File: config.mk
export PLATFORM = sky130hd
export DESIGN_NAME = byte_uart_tx
export DESIGN_NICKNAME = d
export VERILOG_FILES = /design/src/rtl/uart_pkg.sv /design/src/rtl/byte_fifo.sv /design/src/rtl/byte_uart_tx.sv
export SDC_FILE = /design/constraint.sdc
export NUM_CORES = 1
export LEC_CHECK = 0
export ABC_AREA = 1
export CELL_PAD_IN_SITES_DETAIL_PLACEMENT = 0
export CELL_PAD_IN_SITES_GLOBAL_PLACEMENT = 1
export CORE_ASPECT_RATIO = 0.9
export CORE_MARGIN = 8
export CORE_UTILIZATION = 45
export CTS_CLUSTER_SIZE = 25
export DETAILED_ROUTE_END_ITERATION = 8
export PLACE_DENSITY_LB_ADDON = 0.08
export SLEW_MARGIN = 20
export SYNTH_ARGS = -nofsm -noshare
export SYNTH_HDL_FRONTEND = slang
export SYNTH_SLANG_ARGS = --single-unit
File: constraint.sdc
create_clock -name clk_i -period 3.1 [get_ports clk_i]
set_input_delay 0.465 -clock clk_i [delete_from_list [all_inputs] [get_ports clk_i]]
set_output_delay 0.465 -clock clk_i [all_outputs]
set_load 0.005 [all_outputs]
File: src/rtl/uart_pkg.sv
// Shared UART definitions for the byte transmitter (and the future receiver).
//   tx_state_t : transmitter FSM states
//   FRAME_BITS : bits per 8N1 frame (start + 8 data + stop)
//   DATA_BITS  : payload bits per frame
package uart_pkg;

   typedef enum logic [1:0] {
      IDLE,
      START,
      DATA,
      STOP
   } tx_state_t;

   localparam int unsigned FRAME_BITS = 10;
   localparam int unsigned DATA_BITS  = FRAME_BITS - 2;

   // Clock cycles in one complete frame for a given bit period.
   function automatic int unsigned frame_clks(input int unsigned clks_per_bit);
      return FRAME_BITS * clks_per_bit;
   endfunction

endpackage

File: src/rtl/byte_fifo.sv
// Byte FIFO with wrapping read/write pointers and an occupancy counter.
//   clk_i   : clock
//   rst_i   : asynchronous active-high reset (clears pointers and level)
//   push_i  : enqueue din_i; accepted when not full, or when full and popping
//   pop_i   : dequeue head; ignored when empty
//   din_i   : byte to enqueue
//   dout_o  : current head byte (valid when not empty)
//   level_o : occupancy, 0..DEPTH
//   full_o  : level_o == DEPTH
//   empty_o : level_o == 0
module byte_fifo #(
   parameter  int unsigned DEPTH = 8,
   localparam int unsigned LW    = $clog2(DEPTH) + 1
) (
   input  logic          clk_i,
   input  logic          rst_i,
   input  logic          push_i,
   input  logic          pop_i,
   input  logic [7:0]    din_i,
   output logic [7:0]    dout_o,
   output logic [LW-1:0] level_o,
   output logic          full_o,
   output logic          empty_o
);

   localparam int unsigned AW = $clog2(DEPTH);

   logic [7:0]    mem_q [DEPTH];
   logic [AW-1:0] wr_ptr_q, wr_ptr_d;
   logic [AW-1:0] rd_ptr_q, rd_ptr_d;
   logic [LW-1:0] level_q, level_d;
   logic          push_ok;
   logic          pop_ok;

   assign full_o  = (level_q == LW'(DEPTH));
   assign empty_o = (level_q == '0);
   assign level_o = level_q;
   assign dout_o  = mem_q[rd_ptr_q];

   // A pop in the same cycle frees the head slot, so a push into a full
   // FIFO is still accepted then.
   assign pop_ok  = pop_i && !empty_o;
   assign push_ok = push_i && (!full_o || pop_ok);

   always_comb begin
      wr_ptr_d = wr_ptr_q;
      rd_ptr_d = rd_ptr_q;
      level_d  = level_q;
      // Power-of-two depth: pointers wrap by natural overflow.
      if (push_ok) wr_ptr_d = wr_ptr_q + AW'(1);
      if (pop_ok)  rd_ptr_d = rd_ptr_q + AW'(1);
      unique case ({push_ok, pop_ok})
         2'b10:   level_d = level_q + LW'(1);
         2'b01:   level_d = level_q - LW'(1);
         default: level_d = level_q;
      endcase
   end

   always_ff @(posedge clk_i or posedge rst_i) begin
      if (rst_i) begin
         wr_ptr_q <= '0;
         rd_ptr_q <= '0;
         level_q  <= '0;
      end else begin
         wr_ptr_q <= wr_ptr_d;
         rd_ptr_q <= rd_ptr_d;
         level_q  <= level_d;
      end
   end

   // Storage needs no reset; only locations behind valid pointers are read.
   always_ff @(posedge clk_i) begin
      if (push_ok) mem_q[wr_ptr_q] <= din_i;
   end

endmodule

File: src/rtl/byte_uart_tx.sv
// Byte-store consumer: buffers one-cycle core write strobes in a FIFO and
// serialises them as UART 8N1 without ever stalling the core.
//   clk_i      : clock
//   rst_i      : asynchronous active-high reset; aborts any frame, tx_o high
//   write_i    : byte-write strobe (one cycle per byte)
//   value_i    : write data, only [7:0] transmitted
//   tx_o       : serial line, idle high, registered
//   busy_o     : frame in flight or bytes queued
//   overflow_o : sticky, a byte was dropped on a full FIFO
//   level_o    : FIFO occupancy
module byte_uart_tx
   import uart_pkg::*;
#(
   parameter  int unsigned CLKS_PER_BIT = 16,
   parameter  int unsigned FIFO_DEPTH   = 8,
   localparam int unsigned LW           = $clog2(FIFO_DEPTH) + 1
) (
   input  logic          clk_i,
   input  logic          rst_i,
   input  logic          write_i,
   input  logic [31:0]   value_i,
   output logic          tx_o,
   output logic          busy_o,
   output logic          overflow_o,
   output logic [LW-1:0] level_o
);

   localparam int unsigned BW = $clog2(CLKS_PER_BIT);

   tx_state_t     state_q;
   logic [BW-1:0] baud_q;
   logic [2:0]    bit_q;
   logic [7:0]    shift_q;
   logic          tx_q;
   logic          overflow_q;

   logic          fifo_full;
   logic          fifo_empty;
   logic [7:0]    fifo_dout;
   logic [LW-1:0] fifo_level;
   logic          baud_last;
   logic          pop;
   logic          unused_value_hi;

   assign unused_value_hi = ^value_i[31:8];

   assign baud_last = (baud_q == BW'(CLKS_PER_BIT - 1));

   // Pop when idle, or at the very last STOP cycle so the next start bit
   // follows the stop bit with no idle gap.
   assign pop = !fifo_empty &&
                ((state_q == IDLE) || ((state_q == STOP) && baud_last));

   byte_fifo #(
      .DEPTH (FIFO_DEPTH)
   ) u_fifo (
      .clk_i   (clk_i),
      .rst_i   (rst_i),
      .push_i  (write_i),
      .pop_i   (pop),
      .din_i   (value_i[7:0]),
      .dout_o  (fifo_dout),
      .level_o (fifo_level),
      .full_o  (fifo_full),
      .empty_o (fifo_empty)
   );

   // tx_q is driven from the state of the previous cycle, so the start bit
   // appears one edge after the pop and every level lasts CLKS_PER_BIT cycles.
   always_ff @(posedge clk_i or posedge rst_i) begin
      if (rst_i) begin
         state_q    <= IDLE;
         baud_q     <= '0;
         bit_q      <= '0;
         shift_q    <= '0;
         tx_q       <= 1'b1;
         overflow_q <= 1'b0;
      end else begin
         if (write_i && fifo_full && !pop) overflow_q <= 1'b1;

         unique case (state_q)
            IDLE: begin
               tx_q <= 1'b1;
               if (pop) begin
                  shift_q <= fifo_dout;
                  baud_q  <= '0;
                  state_q <= START;
               end
            end

            START: begin
               tx_q <= 1'b0;
               if (baud_last) begin
                  baud_q  <= '0;
                  bit_q   <= '0;
                  state_q <= DATA;
               end else begin
                  baud_q <= baud_q + BW'(1);
               end
            end

            DATA: begin
               tx_q <= shift_q[0];
               if (baud_last) begin
                  baud_q  <= '0;
                  shift_q <= {1'b0, shift_q[7:1]};
                  if (bit_q == 3'(DATA_BITS - 1)) begin
                     state_q <= STOP;
                  end else begin
                     bit_q <= bit_q + 3'd1;
                  end
               end else begin
                  baud_q <= baud_q + BW'(1);
               end
            end

            STOP: begin
               tx_q <= 1'b1;
               if (baud_last) begin
                  baud_q <= '0;
                  if (pop) begin
                     shift_q <= fifo_dout;
                     state_q <= START;
                  end else begin
                     state_q <= IDLE;
                  end
               end else begin
                  baud_q <= baud_q + BW'(1);
               end
            end

            default: begin
               tx_q    <= 1'b1;
               baud_q  <= '0;
               state_q <= IDLE;
            end
         endcase
      end
   end

   assign tx_o       = tx_q;
   assign overflow_o = overflow_q;
   assign level_o    = fifo_level;
   assign busy_o     = (state_q != IDLE) || (fifo_level != '0);

endmodule

Word level (Yosys, flattened, before mapping)
Memories as Yosys holds them, arrays and structs flattened.
Index checks and enable logic that the tools add are counted.
- register bits after elaboration: 29
- bits in writable memories: 64
- input bits: 35
- output and inout port bits: 7
- logic and storage cells: 76
- memories kept: 1
- memories (memory ; depth ; bits a word ; rd ports ; clocked after memory_dff ; wr ports ; line ; source):
    u_fifo.mem_q ; 8 ; 8 ; 1 ; 0 ; 1 ; byte_fifo.sv:28 ; logic [7:0] mem_q [DEPTH];
- $add $sub $neg: 6
- equality and inequality tests: 14
- multiplexer cells: 22
- reductions and logical operators: 24
- operators by type and width (cell ; count):
    $mux 8 ; 3
    $pmux 8 s3 ; 1
    $pmux 4 s2 ; 2
    $ne 2x2->1 const B ; 6
    $mux 2 ; 5
    $add 3x1->3 const B ; 3
    $mux 3 ; 3
    $add 4x1->4 const B ; 2
    $eq 4x4->1 const B ; 2
    $mux 4 ; 2
    $pmux 2 s4 ; 1
    $eq 2x2->1 const B ; 3
    $logic_and 1x1->1 ; 6
    $pmux 3 s2 ; 1
    $reduce_bool 2->1 ; 3
    $reduce_and 5->1 ; 1
    $eq 2x1->1 const B ; 2
    $logic_not 4->1 ; 1
    $reduce_and 4->1 ; 1
    $reduce_bool 4->1 ; 1
    $sub 4x1->4 const B ; 1
    $eq 3x3->1 const B ; 1
    $logic_not 1->1 ; 3
    $logic_or 1x1->1 ; 3
    7 further kinds ; 9

Logic depth before layout (Yosys ltp)
Gate-level depths: netlist of run 1.
- depth in word-level cells: 9
- mapped depth: 15
- mapped depth without buffers: 15

Hierarchy
From an unflattened synthesis of run 1, not the netlist that was laid out.
- cell total of the unflattened synthesis: 396
- area, all modules: 4335.4 µm²
- by module, submodules not included (module ; instances ; cells an instance ; area each (µm²) ; seq. area each (µm²)):
    byte_fifo ; 1 ; 254 ; 3206.8 ; 2172.1
    byte_uart_tx ; 1 ; 142 ; 1128.6 ; 476.7

Least setup slack after synthesis of run 1
No wires, ideal clock.
- path kind: reg-to-reg
- start: reg baud_q[0]
- end: reg u_fifo.level_q[3], in the netlist u_fifo.level_o[3]
- library setup time: 0.121 ns
- arrival: 2.128 ns
- required time: 2.979 ns
- slack: 0.851 ns
- cell stages (with the launch flop): 15
- buffers on the path: 0
- period minus slack after synthesis: 2.249 ns
- cells stage by stage: dfrtp_1 ha_1 nand4_1 nand2_2 nand2_4 nand2_2 nand2_4 ha_1 ha_1 a21oi_1 nand2_1 a21oi_1 o21ai_0 nand2_1 nand2_1
- word-level cells in the longest chain between the ends: 9
- elaborated cells on any way between the ends: 11
- those cells by class: 3 x eq/ne; 1 x mux; 7 x reduce/logical
- ends and longest elaborated chain (element ; line ; source):
    start, declared ; byte_uart_tx.sv:31 ; logic [BW-1:0] baud_q;
    start signal, assigned ; byte_uart_tx.sv:98 ; baud_q <= baud_q + BW'(1);
    start signal, assigned ; byte_uart_tx.sv:113 ; baud_q <= baud_q + BW'(1);
    start signal, assigned ; byte_uart_tx.sv:128 ; baud_q <= baud_q + BW'(1);
    $eq 4x4->1 * ; byte_uart_tx.sv:47 ; assign baud_last = (baud_q == BW'(CLKS_PER_BIT - 1));
    $logic_and 1x1->1 * ; byte_uart_tx.sv:52 ; ((state_q == IDLE) || ((state_q == STOP) && baud_last));
    $logic_or 1x1->1 * ; byte_uart_tx.sv:52 ;
    $logic_and 1x1->1 * ; byte_uart_tx.sv:51 ; assign pop = !fifo_empty &&
    $logic_and 1x1->1 * ; byte_fifo.sv:42 ; assign pop_ok = pop_i && !empty_o;
    $logic_or 1x1->1 ; byte_fifo.sv:43 ; assign push_ok = push_i && (!full_o || pop_ok);
    $logic_and 1x1->1 ; byte_fifo.sv:43 ;
    $eq 2x1->1 or $eq 2x2->1 (tied branches) ; byte_fifo.sv:52 ; unique case ({push_ok, pop_ok})
    $pmux 4 s2 or $reduce_bool 2->1 (tied branches) ; -- ;
    end signal, assigned ; byte_fifo.sv:67 ; level_q <= level_d;
    end, declared ; byte_fifo.sv:31 ; logic [LW-1:0] level_q, level_d;
Mark *: on every way between the ends. The rest lies on a longest branch, timed or not.
A chain may end at the register's enable or synchronous reset.

Worst setup path in the final report of run 1
Ends and elaborated chain as after synthesis.

==> results.json, run 1 <==
{
  "fin_skew_ns": 0.0202,
  "syn_inst": 403,
  "fmax_ghz": 0.393,
  "die_x_um": 118,
  "nets": 474,
  "period_share_pct": 82.1,
  "crit_chain": "ha_1 -> nand4_1 -> nand2_2 -> nand2_4 -> nand2_2 -> nand2_4 -> ha_1 -> ha_1 -> a21oi_1 -> nand2_1 -> a21oi_1 -> o21ai_0 -> nand2_1 -> nand2_1",
  "cts.path.max_buffers": 2,
  "grt_pass1_wl_mm": 14.0,
  "p_leak_nw": 1.96,
  "grt_max_degree": 34,
  "synth-edff-count": 64,
  "die_area_um2": 12800,
  "drt_wl_total_mm": 8.51,
  "synth.distinct_cells": 31,
  "finalNonFillerCells": 552,
  "ant_nets": 0,
  "antenna_found_initial": 0,
  "viasPerCell": 4.97,
  "num_vias": 2746,
  "post_cts_resized": 0,
  "critPathLaunchType": "flip-flop",
  "yosysTopAreaCell": "edfxtp_1",
  "globalplace.congestion": 0.733,
  "slew-limit-headroom_pct": 50.1,
  "top_usage_layer": "met2",
  "port_buffers": 17,
  "die_h_um": 108,
  "synth_top_cell_area_share_pct": 45.4,
  "cts_root_buf": "clkbuf_8",
  "dpl.hpwl_mm": 5.71,
  "arrival_ns": 2.80,
  "worst_slew_pin_slew_ns": 0.746,
  "ys_ff_latch": 93,
  "core_um2": 9130,
  "diodes": 0,
  "numCtsBuffers": 9,
  "slowest_delay_ns": 0.41,
  "avgSynthCellArea_um2": 10.5,
  "ys.warnings.count": 0,
  "crit_fanout": 6,
  "start_util_pct": 46.4,
  "end_kind": "flip-flop",
  "tritoncts": "done",
  "use_met2_pct": 21.6,
  "cts_sinks": 93,
  "grtUsageMet1_pct": 19.4,
  "cts.reportedPaths.clkPinSlew_ns": 0.11,
  "period_needed_ns": 2.54,
  "clock_latency_ns": 0.36,
  "drt_iter0_drc": 197,
  "maxCapViolCount": 0,
  "synthFlopType": "edfxtp_1",
  "status": "finished clean",
  "ys_async_sr_fraction_pct": 31.2,
  "grt_use_met3_pct": 3.28,
  "fillers": 847,
  "postCtsSetupBuffers": 0,
  "p_per_area_nw_per_um2": 966,
  "finalMaxSlewViolations": 0,
  "final_common_cell": "nand2_1",
  "synth_area_um2": 4230,
  "yosysSeqAreaShare_pct": 62.6,
  "hold_path.class": "input port to async pin",
  "fin_setup_tns_ns": 0,
  "finalHoldViolations": 0,
  "num_io_pins": 42,
  "setup_viol_count_final": 0,
  "rows": 33,
  "dpl.cell_count": 536,
  "synth_area_leaders": "edfxtp_1, dfrtp_1, nand2_1",
  "gr-usage-all-layers_pct": 14.0,
  "cp.required_ns": 3.35,
  "grt-ovfl-total": 0,
  "holdBufCountCts": 0,
  "syn_to_final_growth_pct": 11.9,
  "final_cell_mix": "nand2_1, edfxtp_1, nand3_1",
  "drive_gt1_share_pct": 11.6,
  "ir_drop_mv": 0.367,
  "htree_levels": 3,
  "route.detailed.wl_per_inst_um": 15.4,
  "synth_nets": 452,
  "rsz0062_at_grt": "no",
  "critPathKind": "flip-flop to flip-flop",
  "route.detailed.drc": 0,
  "grt_pass1_vias": 2713,
  "cpMaxStageDelayCell": "dfrtp_1",
  "firstDrtPassIters": 5
}
## Yosys cell counts (2+ instances only)
cell type    n
nand2_1    123
nand2_4      6
o21ai_1     13
buf_2        6
ha_1        13
edfxtp_1    64
nand4_1      3
xnor2_1      2
or2_2        7
xor2_1       4
dfrtp_1     28
nand2_2      2
nand3_1     41
inv_2        4
o21ai_0      9
inv_1       16
nor2_1      30
a21oi_1     13
buf_4        6
nand3_2      2
## flip-flops by register name, summed over array words and instances, names as in the netlist
| name | count |
|---|---|
| shift_q | 8 |
| state_q | 2 |
| u_fifo.level_o | 4 |
| overflow_o | 1 |
| u_fifo.wr_ptr_q | 3 |
| tx_o | 1 |
| bit_q | 3 |
| baud_q | 4 |
| u_fifo.mem_q | 64 |
| u_fifo.rd_ptr_q | 3 |
## cells by family (layout without fill, tap and decap cells)
logic type                 Yosys count  count (layout)  share of synthesized area (%)
xor gates and xnor gates             6               6                           1.24
adders and majority gates           14              14                           4.32
AOI/OAI and AO/OA                   39              39                           5.09
and+or+nand+nor                    217             217                           22.9
buffers and inverters               34              61                           3.84
DFF                                 93              93                           62.6
## routing by layer
metal / share of wire, % / routed length, um
met1: 51 / 4350
met5: 0 / 0
met2: 44 / 3750
met3: 3.9 / 331
met4: 0.83 / 71
## where the power goes
group	switching (mW)	internal (mW)
clock	0.465	0.393
sequential	0.216	1.63
combinational	1.19	0.678
total	1.87	2.71
## final timing paths
kind	from	to	slack (ns)	cells after the start
max	baud_q[0]	u_fifo.level_o[3]	0.56	14
min reg2reg	shift_q[4]	shift_q[4]	0.49	2
min in group clk_i	shift_q[4]	shift_q[4]	0.49	2
min	rst_i	u_fifo.wr_ptr_q[0]	0.47	3
max in group asynchronous	rst_i	tx_o	2.32	3
max reg2reg	baud_q[0]	u_fifo.level_o[3]	0.56	14
## critical path: cells and delay by family (launching register included)
kind | cells | cell delay, ns
and+or+nand+nor | 8 | 0.72
adders and majority gates | 3 | 0.89
DFF | 1 | 0.41
AOI/OAI and AO/OA | 3 | 0.42
## through the flow
step / utilization, % / hold WS [ns] / setup WS [ns] / instance area, um^2 / total power, mW
6_report: 51.9 / 0.471 / 0.555 / 4740 / 4.57
3_5_place_dp: 49.6 / 0.473 / 0.573 / 4520 / 3.77
5_1_grt: 51.9 / 0.511 / 0.294 / 4740 / 4.95
4_1_cts: 51.9 / 0.466 / 0.531 / 4740 / 4.63
3_3_place_gp: 49.6 / 0.458 / 0.618 / 4520 / 3.71
2_1_floorplan: - / 0.441 / 0.851 / 4230 / 3.24
## cell type report
| cell class | instances | area [um^2] | share of cell area [%] |
|---|---|---|---|
| sequential | 93 | 2650 | 55.9 |
| clock buffer | 9 | 124 | 2.62 |
| inverter | 22 | 87.6 | 1.85 |
| clock inverter | 7 | 87.6 | 1.85 |
| tap | 122 | 153 | 3.22 |
| multi-input combinational | 276 | 1420 | 30.0 |
| timing repair buffer | 23 | 215 | 4.54 |
Power figures use the tool's default switching activity.
==> run 2: changes to the inputs <==
==> constraint.sdc (replaced) <==
create_clock -name clk_i -period 2.6 [get_ports clk_i]
set_input_delay 0.39 -clock clk_i [delete_from_list [all_inputs] [get_ports clk_i]]
set_output_delay 0.39 -clock clk_i [all_outputs]
set_load 0.005 [all_outputs]
==> results.json, run 2 (same netlist as run 1, synthesis figures left out) <==
{
  "clockPowerShare_pct": 18.5,
  "firstDrtPassIters": 4,
  "pre_cts_ws_ns": 0.163,
  "grt_max_degree": 34,
  "comb_power_share_pct": 41.5,
  "antenna_found_initial": 0,
  "status": "finished clean",
  "timing.rr.start": "state_q[0]",
  "switching_share_pct": 40.4,
  "port_buffers": 17,
  "drt_iter0_drc": 188,
  "crit_start": "state_q[0]",
  "p_int_mw": 3.27,
  "rsz0062_at_grt": "no",
  "reg.largest.list": "u_fifo.mem_q: 64 flops, shift_q: 8 flops",
  "cp.required_ns": 2.85,
  "largest_reg_flops": 64,
  "clock_latency_ns": 0.36,
  "wl_met2_mm": 3.71,
  "holdBufCountCts": 0,
  "drt_wl_total_mm": 8.42,
  "worst_slew_pin_slew_ns": 0.607,
  "die_area_um2": 12800,
  "end_kind": "flip-flop",
  "cpMaxStageDelayCell": "dfrtp_1",
  "largest_register": "u_fifo.mem_q",
  "path_buf_inv": 3,
  "top_layer": "met4",
  "numCtsBuffers": 9,
  "p_switching_mw": 2.21,
  "drive_gt1_share_pct": 13.7,
  "critPathKind": "flip-flop to flip-flop",
  "slowest_delay_ns": 0.42,
  "fin_skew_ns": 0.0119,
  "start_util_pct": 46.4,
  "path_delay_family": "adder cells",
  "cts_root_buf": "clkbuf_8",
  "seq_power_share_pct": 40.0,
  "diodes": 0,
  "maxCapViolCount": 0,
  "viasPerCell": 4.89,
  "setup_viol_count_final": 0,
  "hold_path.class": "input port to async pin",
  "core_um2": 9130,
  "fmax_ghz": 0.412,
  "postCtsSetupBuffers": 0,
  "finalHoldViolations": 0,
  "p_per_area_nw_per_um2": 1140,
  "critPathLaunchType": "flip-flop",
  "cts_sinks": 93,
  "setup_slack_ns": 0.174,
  "period_needed_ns": 2.43,
  "ir_drop_mv": 0.510,
  "nets": 482,
  "gr-usage-all-layers_pct": 13.9,
  "die_x_um": 118,
  "syn_to_final_growth_pct": 13.5,
  "finalMaxSlewViolations": 0,
  "period_share_pct": 93.3,
  "tritoncts": "done",
  "route.detailed.wl_per_inst_um": 15.0,
  "cts.path.max_buffers": 2,
  "p_leak_nw": 2.00,
  "fillers": 838,
  "ant_nets": 0,
  "num_io_pins": 42,
  "wl_met3_um": 271,
  "post_cts_resized": 0,
  "final_cell_mix": "nand2_1, edfxtp_1, nand3_1",
  "final_common_cell": "nand2_1",
  "htree_levels": 3,
  "die_h_um": 108,
  "wl_met1_mm": 4.36,
  "grt_pass1_wl_mm": 13.7,
  "num_vias": 2738,
  "fin_setup_tns_ns": 0,
  "crit_chain": "inv_1 -> ha_1 -> inv_1 -> nand2_2 -> nand2_4 -> inv_1 -> ha_2 -> ha_1 -> a21oi_1 -> nand2_1 -> a21oi_2 -> o21ai_0 -> nand2_1 -> nand2_1",
  "dpl.hpwl_mm": 5.68,
  "globalplace.congestion": 0.731,
  "arrival_ns": 2.68,
  "crit_fanout": 6,
  "grt_pass1_vias": 2620,
  "route.detailed.drc": 0,
  "slew-limit-headroom_pct": 59.5,
  "grt-ovfl-total": 0,
  "rows": 33,
  "cts.reportedPaths.clkPinSlew_ns": 0.10
}
## run 2: cell types whose count changed in the layout (fill, tap and decap cells not counted), sizes merged
cell  before  now
buf        6   14
## run 2: worst paths after layout
path                                      end  slack, ns  cells past startpoint
max                         u_fifo.level_o[3]       0.17                     14
min                        u_fifo.wr_ptr_q[0]       0.39                      3
max reg2reg                 u_fifo.level_o[3]       0.17                     14
min reg2reg                        shift_q[7]       0.49                      2
max in group asynchronous                tx_o       1.87                      3
min in group clk_i                 shift_q[7]       0.49                      2
## run 2: power by group through the flow
stage	clock network (mW)	registers [mW]	logic [mW]
global route	1.10	2.23	2.59
finish	1.02	2.19	2.27
detailed placement	0	2.22	2.28
floorplan	0	2.14	1.73
global placement	0	2.22	2.25
CTS	1.05	2.19	2.29
## run 2: through the flow
stage	cells	area, um^2	hold slack [ns]	power (mW)	utilization, %
floorplan	403	4230	0.441	3.86	-
global route	560	4800	0.468	5.92	52.6
finish	560	4800	0.393	5.48	52.6
CTS	560	4800	0.402	5.53	52.6
global placement	544	4580	0.461	4.46	50.2
detailed placement	544	4580	0.463	4.50	50.2
## run 2: layout make-up
class / count / area, um^2 / share of cell area (%)
clock buffer: 9 / 124 / 2.58
clock inverter: 7 / 87.6 / 1.82
inverter: 22 / 87.6 / 1.82
multi-input combinational: 276 / 1430 / 29.7
sequential: 93 / 2650 / 55.2
tap: 122 / 153 / 3.18
timing repair buffer: 31 / 275 / 5.73
## run 2: routing by layer
metal / global-route usage (%) / vias to the layer above
li1: - / 1413
met1: 19.6 / 1289
met2: 20.5 / 32
met3: 4.32 / 4
met4: 3.56 / 0
met5: 0 / -
## run 2: worst min-delay path, cell delays in order
cell             delay (ns)
clkdlybuf4s50_1        0.39
inv_1                  0.05
buf_4                  0.35
